### src/rtl/hbm_port_scheduler.sv
`default_nettype none
// =============================================================================
// hbm_port_scheduler : round-robin edge-read issue across HBM controller ports
//                      with per-port credit tracking and a drain handshake.
// Revision 1.0
// =============================================================================
`ifndef HBM_AWIDTH
`define HBM_AWIDTH 28
`endif

module hbm_port_scheduler #(
   parameter int HBM_AWIDTH      = `HBM_AWIDTH,
   parameter int PORT_NUM        = 4,
   parameter int MAX_OUTSTANDING = 16,
   parameter int CNT_WIDTH       = 5
) (
   input  logic                           clk,
   input  logic                           rst,
   input  logic [HBM_AWIDTH-1:0]          rqst_addr,
   input  logic                           rqst_valid,
   output logic                           rqst_ready,
   input  logic [PORT_NUM-1:0]            hbm_controller_full,
   input  logic [PORT_NUM-1:0]            hbm_controller_valid,
   output logic [PORT_NUM*HBM_AWIDTH-1:0] rd_hbm_edge_addr,
   output logic [PORT_NUM-1:0]            rd_hbm_edge_valid,
   input  logic                           drain_start,
   output logic                           drain_done,
   output logic                           busy,
   output logic                           err_underflow
);

   localparam int                   PTR_W     = (PORT_NUM > 1) ? $clog2(PORT_NUM) : 1;
   localparam int                   SUM_W     = PTR_W + 1;
   localparam logic [CNT_WIDTH-1:0] MAX_CNT   = CNT_WIDTH'(MAX_OUTSTANDING);
   localparam logic [CNT_WIDTH-1:0] ONE_CNT   = CNT_WIDTH'(1);
   localparam logic [PTR_W-1:0]     LAST_PORT = PTR_W'(PORT_NUM - 1);
   localparam logic [PTR_W-1:0]     ONE_PTR   = PTR_W'(1);
   localparam logic [SUM_W-1:0]     PORTS_SUM = SUM_W'(PORT_NUM);

   typedef enum logic [1:0] {
      ST_RUN   = 2'd0,
      ST_DRAIN = 2'd1,
      ST_DONE  = 2'd2
   } state_t;

   state_t              state_q, state_d;
   logic [PTR_W-1:0]    ptr_q, ptr_d;
   logic [PTR_W-1:0]    grant;
   logic                any_elig;
   logic                accept;
   logic [PORT_NUM-1:0] valid_q, valid_d;
   logic [PORT_NUM-1:0] elig;
   logic [PORT_NUM-1:0] uflow;
   logic [PORT_NUM-1:0] nonzero;
   logic                err_q, err_d;

   // Circular scan starting at ptr; first eligible port wins.
   always_comb begin
      logic [SUM_W-1:0] sum;
      logic [PTR_W-1:0] idx;
      grant    = ptr_q;
      any_elig = 1'b0;
      sum      = '0;
      idx      = '0;
      for (int i = 0; i < PORT_NUM; i++) begin
         sum = {1'b0, ptr_q} + SUM_W'(i);
         if (sum >= PORTS_SUM) begin
            sum = sum - PORTS_SUM;
         end
         idx = sum[PTR_W-1:0];
         if (!any_elig && elig[idx]) begin
            any_elig = 1'b1;
            grant    = idx;
         end
      end
   end

   assign accept = rqst_valid && rqst_ready;

   always_comb begin
      valid_d = '0;
      if (accept) begin
         valid_d[grant] = 1'b1;
      end
   end

   always_comb begin
      ptr_d = ptr_q;
      if (accept) begin
         ptr_d = (grant == LAST_PORT) ? '0 : grant + ONE_PTR;
      end
   end

   assign err_d = err_q | (|uflow);

   // Next-state and state-decoded outputs.
   always_comb begin
      state_d    = state_q;
      rqst_ready = 1'b0;
      drain_done = 1'b0;
      case (state_q)
         ST_RUN: begin
            rqst_ready = any_elig;
            if (drain_start) begin
               state_d = ST_DRAIN;
            end
         end
         ST_DRAIN: begin
            if ((nonzero == '0) && (valid_q == '0)) begin
               state_d = ST_DONE;
            end
         end
         ST_DONE: begin
            drain_done = 1'b1;
            state_d    = ST_RUN;
         end
         default: state_d = ST_RUN;
      endcase
   end

   always_ff @(posedge clk or negedge rst) begin
      if (!rst) begin
         state_q <= ST_RUN;
         ptr_q   <= '0;
         valid_q <= '0;
         err_q   <= 1'b0;
      end else begin
         state_q <= state_d;
         ptr_q   <= ptr_d;
         valid_q <= valid_d;
         err_q   <= err_d;
      end
   end

   for (genvar p = 0; p < PORT_NUM; p++) begin : g_port
      logic [CNT_WIDTH-1:0]  cnt_q, cnt_d;
      logic [HBM_AWIDTH-1:0] addr_q;
      logic                  inc;
      logic                  dec;

      assign inc        = accept && (grant == PTR_W'(p));
      assign dec        = hbm_controller_valid[p];
      assign uflow[p]   = dec && !inc && (cnt_q == '0);
      assign nonzero[p] = (cnt_q != '0);
      assign elig[p]    = !hbm_controller_full[p] && (cnt_q < MAX_CNT);

      // Issue and return in the same cycle cancel; a return at zero is dropped.
      always_comb begin
         cnt_d = cnt_q;
         if (inc && !dec) begin
            cnt_d = cnt_q + ONE_CNT;
         end else if (dec && !inc && (cnt_q != '0)) begin
            cnt_d = cnt_q - ONE_CNT;
         end
      end

      always_ff @(posedge clk or negedge rst) begin
         if (!rst) begin
            cnt_q  <= '0;
            addr_q <= '0;
         end else begin
            cnt_q <= cnt_d;
            if (inc) begin
               addr_q <= rqst_addr;
            end
         end
      end

      assign rd_hbm_edge_addr[p*HBM_AWIDTH +: HBM_AWIDTH] = addr_q;
   end

   assign rd_hbm_edge_valid = valid_q;
   assign err_underflow     = err_q;
   assign busy              = (state_q != ST_RUN) || (nonzero != '0) || (valid_q != '0);

endmodule

`default_nettype wire

### config.mk
export PLATFORM = sky130hd
export DESIGN_NAME = hbm_port_scheduler
export DESIGN_NICKNAME = d
export VERILOG_FILES = /design/src/rtl/hbm_port_scheduler.sv
export SDC_FILE = /design/constraint.sdc
export NUM_CORES = 1
export LEC_CHECK = 0
export ABC_AREA = 0
export CAP_MARGIN = 0
export CORE_ASPECT_RATIO = 1.75
export CORE_UTILIZATION = 40
export DETAILED_ROUTE_END_ITERATION = 6
export GPL_TIMING_DRIVEN = 1
export PLACE_DENSITY = 0.74
export SKIP_LAST_GASP = 1
export SLEW_MARGIN = 20
export SYNTH_ARGS = -nofsm -noshare
export SYNTH_HDL_FRONTEND = slang
export SYNTH_SLANG_ARGS = --single-unit
### constraint.sdc
create_clock -name clk -period 4.22 [get_ports clk]
set_clock_uncertainty 0.1 [all_clocks]
set_input_delay 1.266 -clock clk [delete_from_list [all_inputs] [get_ports clk]]
set_output_delay 1.266 -clock clk [all_outputs]
set_load 0.03 [all_outputs]
==> flow_summary_export.csv, run 1 <==
group,metric,value,unit
placement,dp_cells,1055,
placement,pre_cts_slack,-0.395,ns
placement,place.gp.congestion,0.823,
final_layout,nNetsFinal,948,
synth,syn_avg_cell_area,9.03,sq um
placement,io_buffers,159,
worst_setup_path,critPathLaunchType,"input port",
synth,yosys-top-cells-count,"nand2_1 (353), dfrtp_1 (141), clkbuf_1 (23)",
timing,maxSlewViolCount,0,
synth,seq_area_frac_synth,0.558,
min_path,min_path_type,"register to register",
floorplanning,core,15400,sq um
worst_setup_path,reg2regPathDepth,14,
timing,worst_slew_pin_slew,0.739,ns
clocking,htree_num_levels,4,
power,power_per_cell_area,490,nW/um^2
timing,fmax,0.244,GHz
power,power.leakage,0.00449,uW
floorplanning,rows,60,
worst_setup_path,worst_setup_path_end_kind,"output port",
timing,hold_violations,0,
floorplanning,die_y,168,microns
synth,synth_top_area_share,0.558,
clocking,cts_buffers,17,
global_route,track_usage,0.232,
timing,worst_slack,0.129,ns
synth,synth_flop_cell,"dfrtp_1",
power,p_int,2980,uW
clocking,cts.sinks,141,
global_route,first_global_vias,5618,
global_route,grt_max_degree,80,
synth,async_flop_share,1.00,
clocking,clk_pin_slew,0.06,ns
status,status,"finished clean",
timing,finalCritPeriodShare,0.969,
route,drtIter0Drc,267,
route,drt_pass1_iterations,4,
clocking,clock_latency,0.42,ns
global_route,grt_overflow,0,
synth,synth_edf_count,0,
worst_setup_path,r2r_setup_slack,0.87,ns
synth,yosys-top-cells-area,"dfrtp_1 (56%), nand2_1 (21%), ha_1 (3.2%)",
synth,yosysMostFrequentCell,"nand2_1",
worst_setup_path,cp_data_arrival_time,2.72,ns
power,combinationalPowerShare,0.272,
route,vias,5518,
worst_setup_path,critical_path_class,"input port to output port",
final_layout,diodes,0,
clocking,clockRootBuffer,"clkbuf_16",
global_route,antenna_found_initial,0,
placement,dp_hpwl,12300,microns
power,power_switching,1440,uW
route,postRouteAntennaNets,0,
timing,relSlewSlack,0.508,
power,max-vdd-ir-drop,231,uV
clocking,clock_path_buffers,2,
timing,holdWs,0.372,ns
synth,yosys.area.top_type,"dfrtp_1",
floorplanning,dieArea,16300,sq um
final_layout,fin_cells,1087,
synth,synthDistinctLibCells,58,
power,pwr-share-seq,0.379,
worst_setup_path,cp_max_fo,4,
final_layout,area_delta_synth_final,42.6,%
synth,synth_cells,700,
final_layout,drive_above_1_share,0.120,
power,sw_frac_of_total,0.325,
timing,fin_crit,4.09,ns
route,drt-vias-per-instance,5.08,
job,maxCapViolations,0,
min_path,worstHoldPathCells,2,
synth,synth_fp_nets,760,
synth,synth-seq-cells,141,
floorplanning,die_w,97.0,microns
floorplanning,start_util,0.411,
worst_setup_path,crit_required,2.85,ns
timing,setup_violations,0,
floorplanning,io_pins,160,
clocking,cts_setup_buffers,0,
synth,synth_area,6320,sq um
power,clockPowerShare,0.348,
global_route,grt_pass1_wl,29500,microns
route,wl_per_cell,17.1,microns
clocking,tritoncts,"built",
route,drc,0,
synth,yosys_warnings,0,
route,wl,18600,microns
clocking,postCtsHoldBufs,0,
placed cells by master (no fill, tap or decap), drive strengths merged, types with 5 or more instances in the layout:
cell type and n:
mux2 5, buf 41, a21o 6, dfrtp 141, nor3 6, nand2 353, nand3 8, o21ai 12
inv 21, o22ai 5, ha 16, nor2 16, clkbuf 19, clkdlybuf4s50 155, a21oi 15, xor2 5
sequential cells by signal, indices dropped and copies added, names as in the netlist:
| signal | count |
|---|---|
| ptr_q | 2 |
| g_port.cnt_q | 20 |
| state_q | 2 |
| g_port.addr_q | 112 |
| err_underflow | 1 |
| rd_hbm_edge_valid | 4 |
final timing paths:
check	to	startpoint
worst max-delay path	rqst_ready	hbm_controller_full[3]
worst min-delay path	g_port[2].addr_q[14]$_DFFE_PN0P_	g_port[2].addr_q[14]$_DFFE_PN0P_
worst max register to register	g_port[2].cnt_q[3]$_DFFE_PN0P_	g_port[2].cnt_q[4]$_DFFE_PN0P_
worst min register to register	g_port[2].addr_q[14]$_DFFE_PN0P_	g_port[2].addr_q[14]$_DFFE_PN0P_
max in group asynchronous	g_port[1].addr_q[5]$_DFFE_PN0P_	rst
min in group asynchronous	g_port[3].addr_q[13]$_DFFE_PN0P_	rst
metrics by stage:
step / instance area [sq um] / util / power, uW / TNS (ns)
final: 9020 / 0.586 / 4420 / 0
after CTS: 8960 / 0.582 / 4400 / 0
after global placement: 8360 / 0.543 / 2820 / -2.52
after global routing: 9020 / 0.586 / 4640 / -0.0325
after floorplan: 6320 / - / 2400 / 0
after detailed placement: 8360 / 0.543 / 2850 / -3.07
metal layers:
| layer | vias to the layer above | track usage | share of wire |
|---|---|---|---|
| met5 | - | 0 | 0 |
| met4 | 0 | 0.123 | 0.046 |
| met3 | 50 | 0.0411 | 0.037 |
| met2 | 159 | 0.421 | 0.53 |
| met1 | 2682 | 0.256 | 0.39 |
| li1 | 2627 | - | - |
worst max-delay path, stage by stage:
cell and delay (ns):
clkdlybuf4s50_1 0.49, buf_4 0.18, o22ai_2 0.36, o21a_1 0.25, buf_4 0.18
power groups by stage:
| stage | clock, uW | combinational (uW) | sequential, uW |
|---|---|---|---|
| after detailed placement | 0 | 1160 | 1690 |
| after global placement | 0 | 1140 | 1690 |
| after CTS | 1560 | 1170 | 1670 |
| after global routing | 1620 | 1330 | 1690 |
| after floorplan | 0 | 624 | 1770 |
| final | 1540 | 1200 | 1680 |
logic make-up (layout without fill, tap and decap cells):
group                    count (synthesis)  in the layout  share of synthesized area
AO/OA/AOI/OAI                           68             68                     0.0835
XOR/XNOR                                 9              9                     0.0125
adder cells (fa/ha/maj)                 20             20                     0.0443
buffers and inverters                   45            246                     0.0299
flip-flops                             141            141                      0.558
multiplexers                             7              7                     0.0121
AND/OR/NAND/NOR                        410            410                      0.260
final cells by class:
cell class              count  area, sq um
fillers                  1342         6370
multi-input cells         514         2690
flip-flops and latches    141         3530
inverters                  16         60.1
well taps                 186          233
clock inverters            13          155
repair buffers            198         1910
clock buffers              19          443
timing repair:
item / in CTS / in global routing
hold endpoints to repair: 0 / 0
resized for setup: 0 / 20
setup endpoints to repair: 0 / 8
Note: power is estimated with default switching activity, not from simulation.
==> inputs of run 2 (changes only) <==
- PLACE_DENSITY: 0.74 -> 0.77
- clock period: 4.22 -> 3.7 ns (I/O delays scaled with it)
==> flow_summary_export.csv, run 2 (synthesis results as in run 1) <==
group,metric,value,unit
power,clockPowerShare,0.329,
route,vias,5482,
route,drtIter0Drc,215,
floorplanning,io_pins,160,
job,maxCapViolations,0,
power,combinationalPowerShare,0.296,
placement,pre_cts_slack,-0.791,ns
final_layout,layout_common_cells,"nand2_1 (352), clkdlybuf4s50_1 (152), dfrtp_1 (141)",
power,p_int,3340,uW
status,status,"finished clean",
timing,finalCritPeriodShare,0.961,
clocking,htree_num_levels,4,
power,power_per_cell_area,556,nW/um^2
timing,maxSlewViolCount,0,
worst_setup_path,worst_setup_path_end_kind,"output port",
final_layout,diodes,0,
clocking,clockRootBuffer,"clkbuf_16",
power,max-vdd-ir-drop,340,uV
worst_setup_path,cp_data_arrival_time,2.35,ns
placement,io_buffers,159,
global_route,grt_max_degree,68,
final_layout,top_register,"g_port.addr_q",
route,wl_per_cell,16.8,microns
clocking,tritoncts,"built",
final_layout,drive_above_1_share,0.146,
worst_setup_path,critPathLaunchType,"register",
route,drc,0,
timing,hold_violations,0,
clocking,clock_path_buffers,2,
floorplanning,die_y,168,microns
worst_setup_path,cp_cell_sequence,"or4_1, nor2_1, nand4_1, nor2_1, nand2_1, dlygate4sd2_1",
timing,rsz0062_at_grt,"no",
placement,dp_hpwl,12600,microns
global_route,track_usage,0.234,
power,power_switching,1720,uW
floorplanning,start_util,0.411,
final_layout,largest_reg_flops,112,
timing,relSlewSlack,0.656,
clocking,clock_latency,0.42,ns
final_layout,fill_cells,1285,
route,postRouteAntennaNets,0,
worst_setup_path,crit_required,2.49,ns
global_route,antenna_found_initial,0,
power,sw_frac_of_total,0.340,
power,pwr-share-seq,0.375,
timing,setup_violations,0,
timing,worst_slew_pin_slew,0.512,ns
route,wl,18500,microns
floorplanning,dieArea,16300,sq um
global_route,grt_pass1_wl,29600,microns
worst_setup_path,critical_path_class,"register to output port",
timing,holdWs,0.374,ns
clocking,clk_pin_slew,0.07,ns
timing,fin_crit,3.56,ns
placement,place.gp.congestion,0.837,
clocking,postCtsHoldBufs,0,
power,power.leakage,0.00452,uW
worst_setup_path,worst_path_largest_cell_delay,0.58,ns
global_route,grt_overflow,0,
timing,fmax,0.281,GHz
min_path,min_path_type,"register to register",
floorplanning,rows,60,
worst_setup_path,cp_slowest_cell,"or4_1",
final_layout,area_delta_synth_final,43.6,%
worst_setup_path,cp_max_fo,3,
route,drt-vias-per-instance,4.98,
floorplanning,die_w,97.0,microns
timing,tns,0,ns
global_route,first_global_vias,5721,
worst_setup_path,cpMostUsedCell,"nor2_1",
final_layout,nNetsFinal,961,
route,drt_pass1_iterations,4,
clocking,cts_buffers,17,
final_layout,final_common_cell,"nand2_1",
floorplanning,core,15400,sq um
timing,worst_slack,0.144,ns
clocking,cts.sinks,141,
==> run 2: cell count changes in the layout (fill, tap and decap cells not counted), sizes merged <==
cell	before	now
dlymetal6s2s	2	0
clkinv	4	5
clkdlybuf4s50	155	152
bufinv	2	0
clkinvlp	2	1
dlygate4sd2	0	1
inv	21	25
clkbuf	19	21
buf	41	54
==> run 2: area by class of cell <==
class	instances	area, sq um	share of cell area
clock buffer	17	425	0.0468
clock inverter	15	144	0.0158
inverter	16	62.6	0.00689
multi-input combinational	514	2720	0.299
sequential	141	3530	0.388
tap	186	233	0.0256
timing repair buffer	211	1970	0.217
==> run 2: final timing paths <==
path,slack (ns),end,start,cells after the start
min,0.37,g_port[3].addr_q[23]$_DFFE_PN0P_,g_port[3].addr_q[23]$_DFFE_PN0P_,2
min reg2reg,0.37,g_port[3].addr_q[23]$_DFFE_PN0P_,g_port[3].addr_q[23]$_DFFE_PN0P_,2
min in group asynchronous,0.52,g_port[3].addr_q[13]$_DFFE_PN0P_,rst,1
max reg2reg,0.47,g_port[1].cnt_q[3]$_DFFE_PN0P_,g_port[0].cnt_q[4]$_DFFE_PN0P_,13
max,0.14,busy,g_port[2].cnt_q[0]$_DFFE_PN0P_,6
max in group asynchronous,2.19,g_port[0].cnt_q[1]$_DFFE_PN0P_,rst,2
==> run 2: per-layer routing <==
metal / global-route usage / vias to the layer above / wire, microns
met2: 0.427 / 131 / 10100
li1: - / 2654 / -
met5: 0 / - / 0
met4: 0.117 / 0 / 727
met3: 0.0436 / 41 / 593
met1: 0.257 / 2656 / 7140
==> run 2: power groups by stage <==
stage / clock (uW) / combinational, uW / sequential, uW
2_1_floorplan: 0 / 762 / 2030
3_3_place_gp: 0 / 1390 / 1910
3_5_place_dp: 0 / 1440 / 1910
4_1_cts: 1690 / 1440 / 1890
5_1_grt: 1760 / 1640 / 1920
6_report: 1660 / 1500 / 1890
==> run 2: stage by stage <==
stage | cells | total power (uW) | cell area [sq um] | util
finish | 1100 | 5050 | 9080 | 0.590
global placement | 1063 | 3300 | 8460 | 0.550
detailed placement | 1063 | 3350 | 8460 | 0.550
CTS | 1095 | 5030 | 9030 | 0.587
global route | 1100 | 5320 | 9080 | 0.590
floorplan | 700 | 2790 | 6410 | -
==> run 2: worst max-delay path, delay by kind of cell, from the launching register on <==
kind | cells | cell delay (ns)
buffers and inverters | 1 | 0.36
and+or+nand+nor | 5 | 1.16
DFF | 1 | 0.40
==> run 2: what timing repair did <==
action	CTS	global route
setup buffers	0	5
pin swaps	3	15
endpoints found under the setup margin	12	8
gates resized for setup	8	15
==> inputs of run 3 (changes only) <==
- PLACE_DENSITY: 0.77 -> 0.69
==> flow_summary_export.csv, run 3 (synthesis results as in run 1) <==
group,metric,value,unit
power,finalPower,5110,uW
worst_setup_path,cp_max_fo,4,
worst_setup_path,critical_path_class,"register to output port",
worst_setup_path,cp_slowest_cell,"or4_1",
route,vias,5465,
global_route,grt_max_degree,65,
floorplanning,io_pins,160,
final_layout,fin_cells,1098,
worst_setup_path,worst_setup_path_end_kind,"output port",
route,drc,0,
worst_setup_path,critPathLaunchType,"register",
route,wl,18500,microns
placement,io_buffers,159,
placement,dp_hpwl,12600,microns
final_layout,final_core_util,0.594,
route,drt_pass1_iterations,4,
final_layout,diodes,0,
global_route,antenna_found_initial,0,
timing,hold_violations,0,
global_route,track_usage,0.234,
clocking,clock_latency,0.42,ns
floorplanning,core,15400,sq um
route,drtIter0Drc,222,
final_layout,drive_above_1_share,0.150,
clocking,clockRootBuffer,"clkbuf_16",
status,status,"finished clean",
timing,relSlewSlack,0.594,
placement,placedInstanceArea,8490,sq um
floorplanning,dieArea,16300,sq um
floorplanning,rows,60,
worst_setup_path,crit_required,2.49,ns
route,wl_per_cell,16.9,microns
final_layout,final_area,9150,sq um
final_layout,area_delta_synth_final,44.6,%
worst_setup_path,r2r_setup_slack,0.39,ns
final_layout,top_register,"g_port.addr_q",
clocking,tritoncts,"built",
worst_setup_path,cp_data_arrival_time,2.37,ns
worst_setup_path,path_delay_family,"simple AND/OR/NAND/NOR gates",
placement,dp_cells,1066,
clocking,cts.sinks,141,
placement,place.gp.congestion,0.856,
power,power_per_cell_area,559,nW/um^2
final_layout,final_common_cell,"nand2_1",
global_route,first_global_vias,5624,
worst_setup_path,worst_path_largest_cell_delay,0.56,ns
worst_setup_path,cp_cell_sequence,"or4_1, nor2_1, buf_4, nand4_1, nor2_1, nand2_1, dlygate4sd2_1",
timing,fmax,0.279,GHz
timing,worst_slew_pin_slew,0.610,ns
clocking,clock_path_buffers,2,
final_layout,nNetsFinal,959,
timing,fin_crit,3.58,ns
clocking,htree_num_levels,4,
timing,setup_violations,0,
clocking,cts_buffers,17,
global_route,grt_overflow,0,
route,postRouteAntennaNets,0,
power,power.leakage,0.00453,uW
final_layout,largest_reg_flops,112,
power,max-vdd-ir-drop,290,uV
global_route,grt_pass1_wl,29600,microns
worst_setup_path,path_buf_inv,2,
job,maxCapViolations,0,
final_layout,layout_common_cells,"nand2_1 (352), clkdlybuf4s50_1 (152), dfrtp_1 (141)",
timing,finalCritPeriodShare,0.969,
floorplanning,die_w,97.0,microns
floorplanning,start_util,0.411,
timing,holdWs,0.370,ns
worst_setup_path,cpMostUsedCell,"nor2_1",
floorplanning,die_y,168,microns
min_path,min_path_type,"register to register",
timing,maxSlewViolCount,0,
route,drt-vias-per-instance,4.98,
clocking,clk_pin_slew,0.06,ns
[run 3: where the power goes]
part           switching, uW  internal, uW
logic                    782           718
registers                183          1720
clock network            676          1030
total                   1640          3470
[run 3: worst paths after layout]
| kind | to | from | depth (start not counted) |
|---|---|---|---|
| worst max-delay path | busy | g_port[2].cnt_q[0]$_DFFE_PN0P_ | 7 |
| worst min-delay path | g_port[1].addr_q[24]$_DFFE_PN0P_ | g_port[1].addr_q[24]$_DFFE_PN0P_ | 2 |
| worst max register to register | g_port[1].cnt_q[3]$_DFFE_PN0P_ | g_port[0].cnt_q[4]$_DFFE_PN0P_ | 13 |
| worst min register to register | g_port[1].addr_q[24]$_DFFE_PN0P_ | g_port[1].addr_q[24]$_DFFE_PN0P_ | 2 |
| max in group asynchronous | g_port[2].addr_q[2]$_DFFE_PN0P_ | rst | 2 |
| min in group asynchronous | g_port[3].addr_q[13]$_DFFE_PN0P_ | rst | 1 |
[run 3: area by class of cell]
cell class	instances	area (sq um)
tap	186	233
timing repair buffer	209	1960
inverter	16	62.6
clock inverter	12	136
multi-input combinational	514	2770
clock buffer	20	457
fill	1315	6240
sequential	141	3530
[run 3: what timing repair did]
item | in CTS | in global routing
resized for setup | 15 | 18
buffers inserted | 1 | 0
pin swaps | 7 | 15
setup endpoints to repair | 11 | 8
hold buffers | 0 | 0
[run 3: worst min-delay path, stage by stage, from the launching register on]
cell and delay, ns:
dfrtp_1 0.33, nand2_1 0.05, nand2_1 0.05
[run 3: through the flow]
| stage | TNS, ns | setup WS [ns] |
|---|---|---|
| floorplan | 0 | 0.00266 |
| global placement | -18.15 | -0.672 |
| detailed placement | -23.18 | -0.702 |
| CTS | 0 | 0.0158 |
| global route | -0.0139 | -0.0139 |
| finish | 0 | 0.115 |
[run 3: per-layer routing]
metal  GRT usage  share of wire
met4       0.119          0.035
met5           0              0
met3      0.0440          0.031
met2       0.426           0.53
met1       0.257           0.40
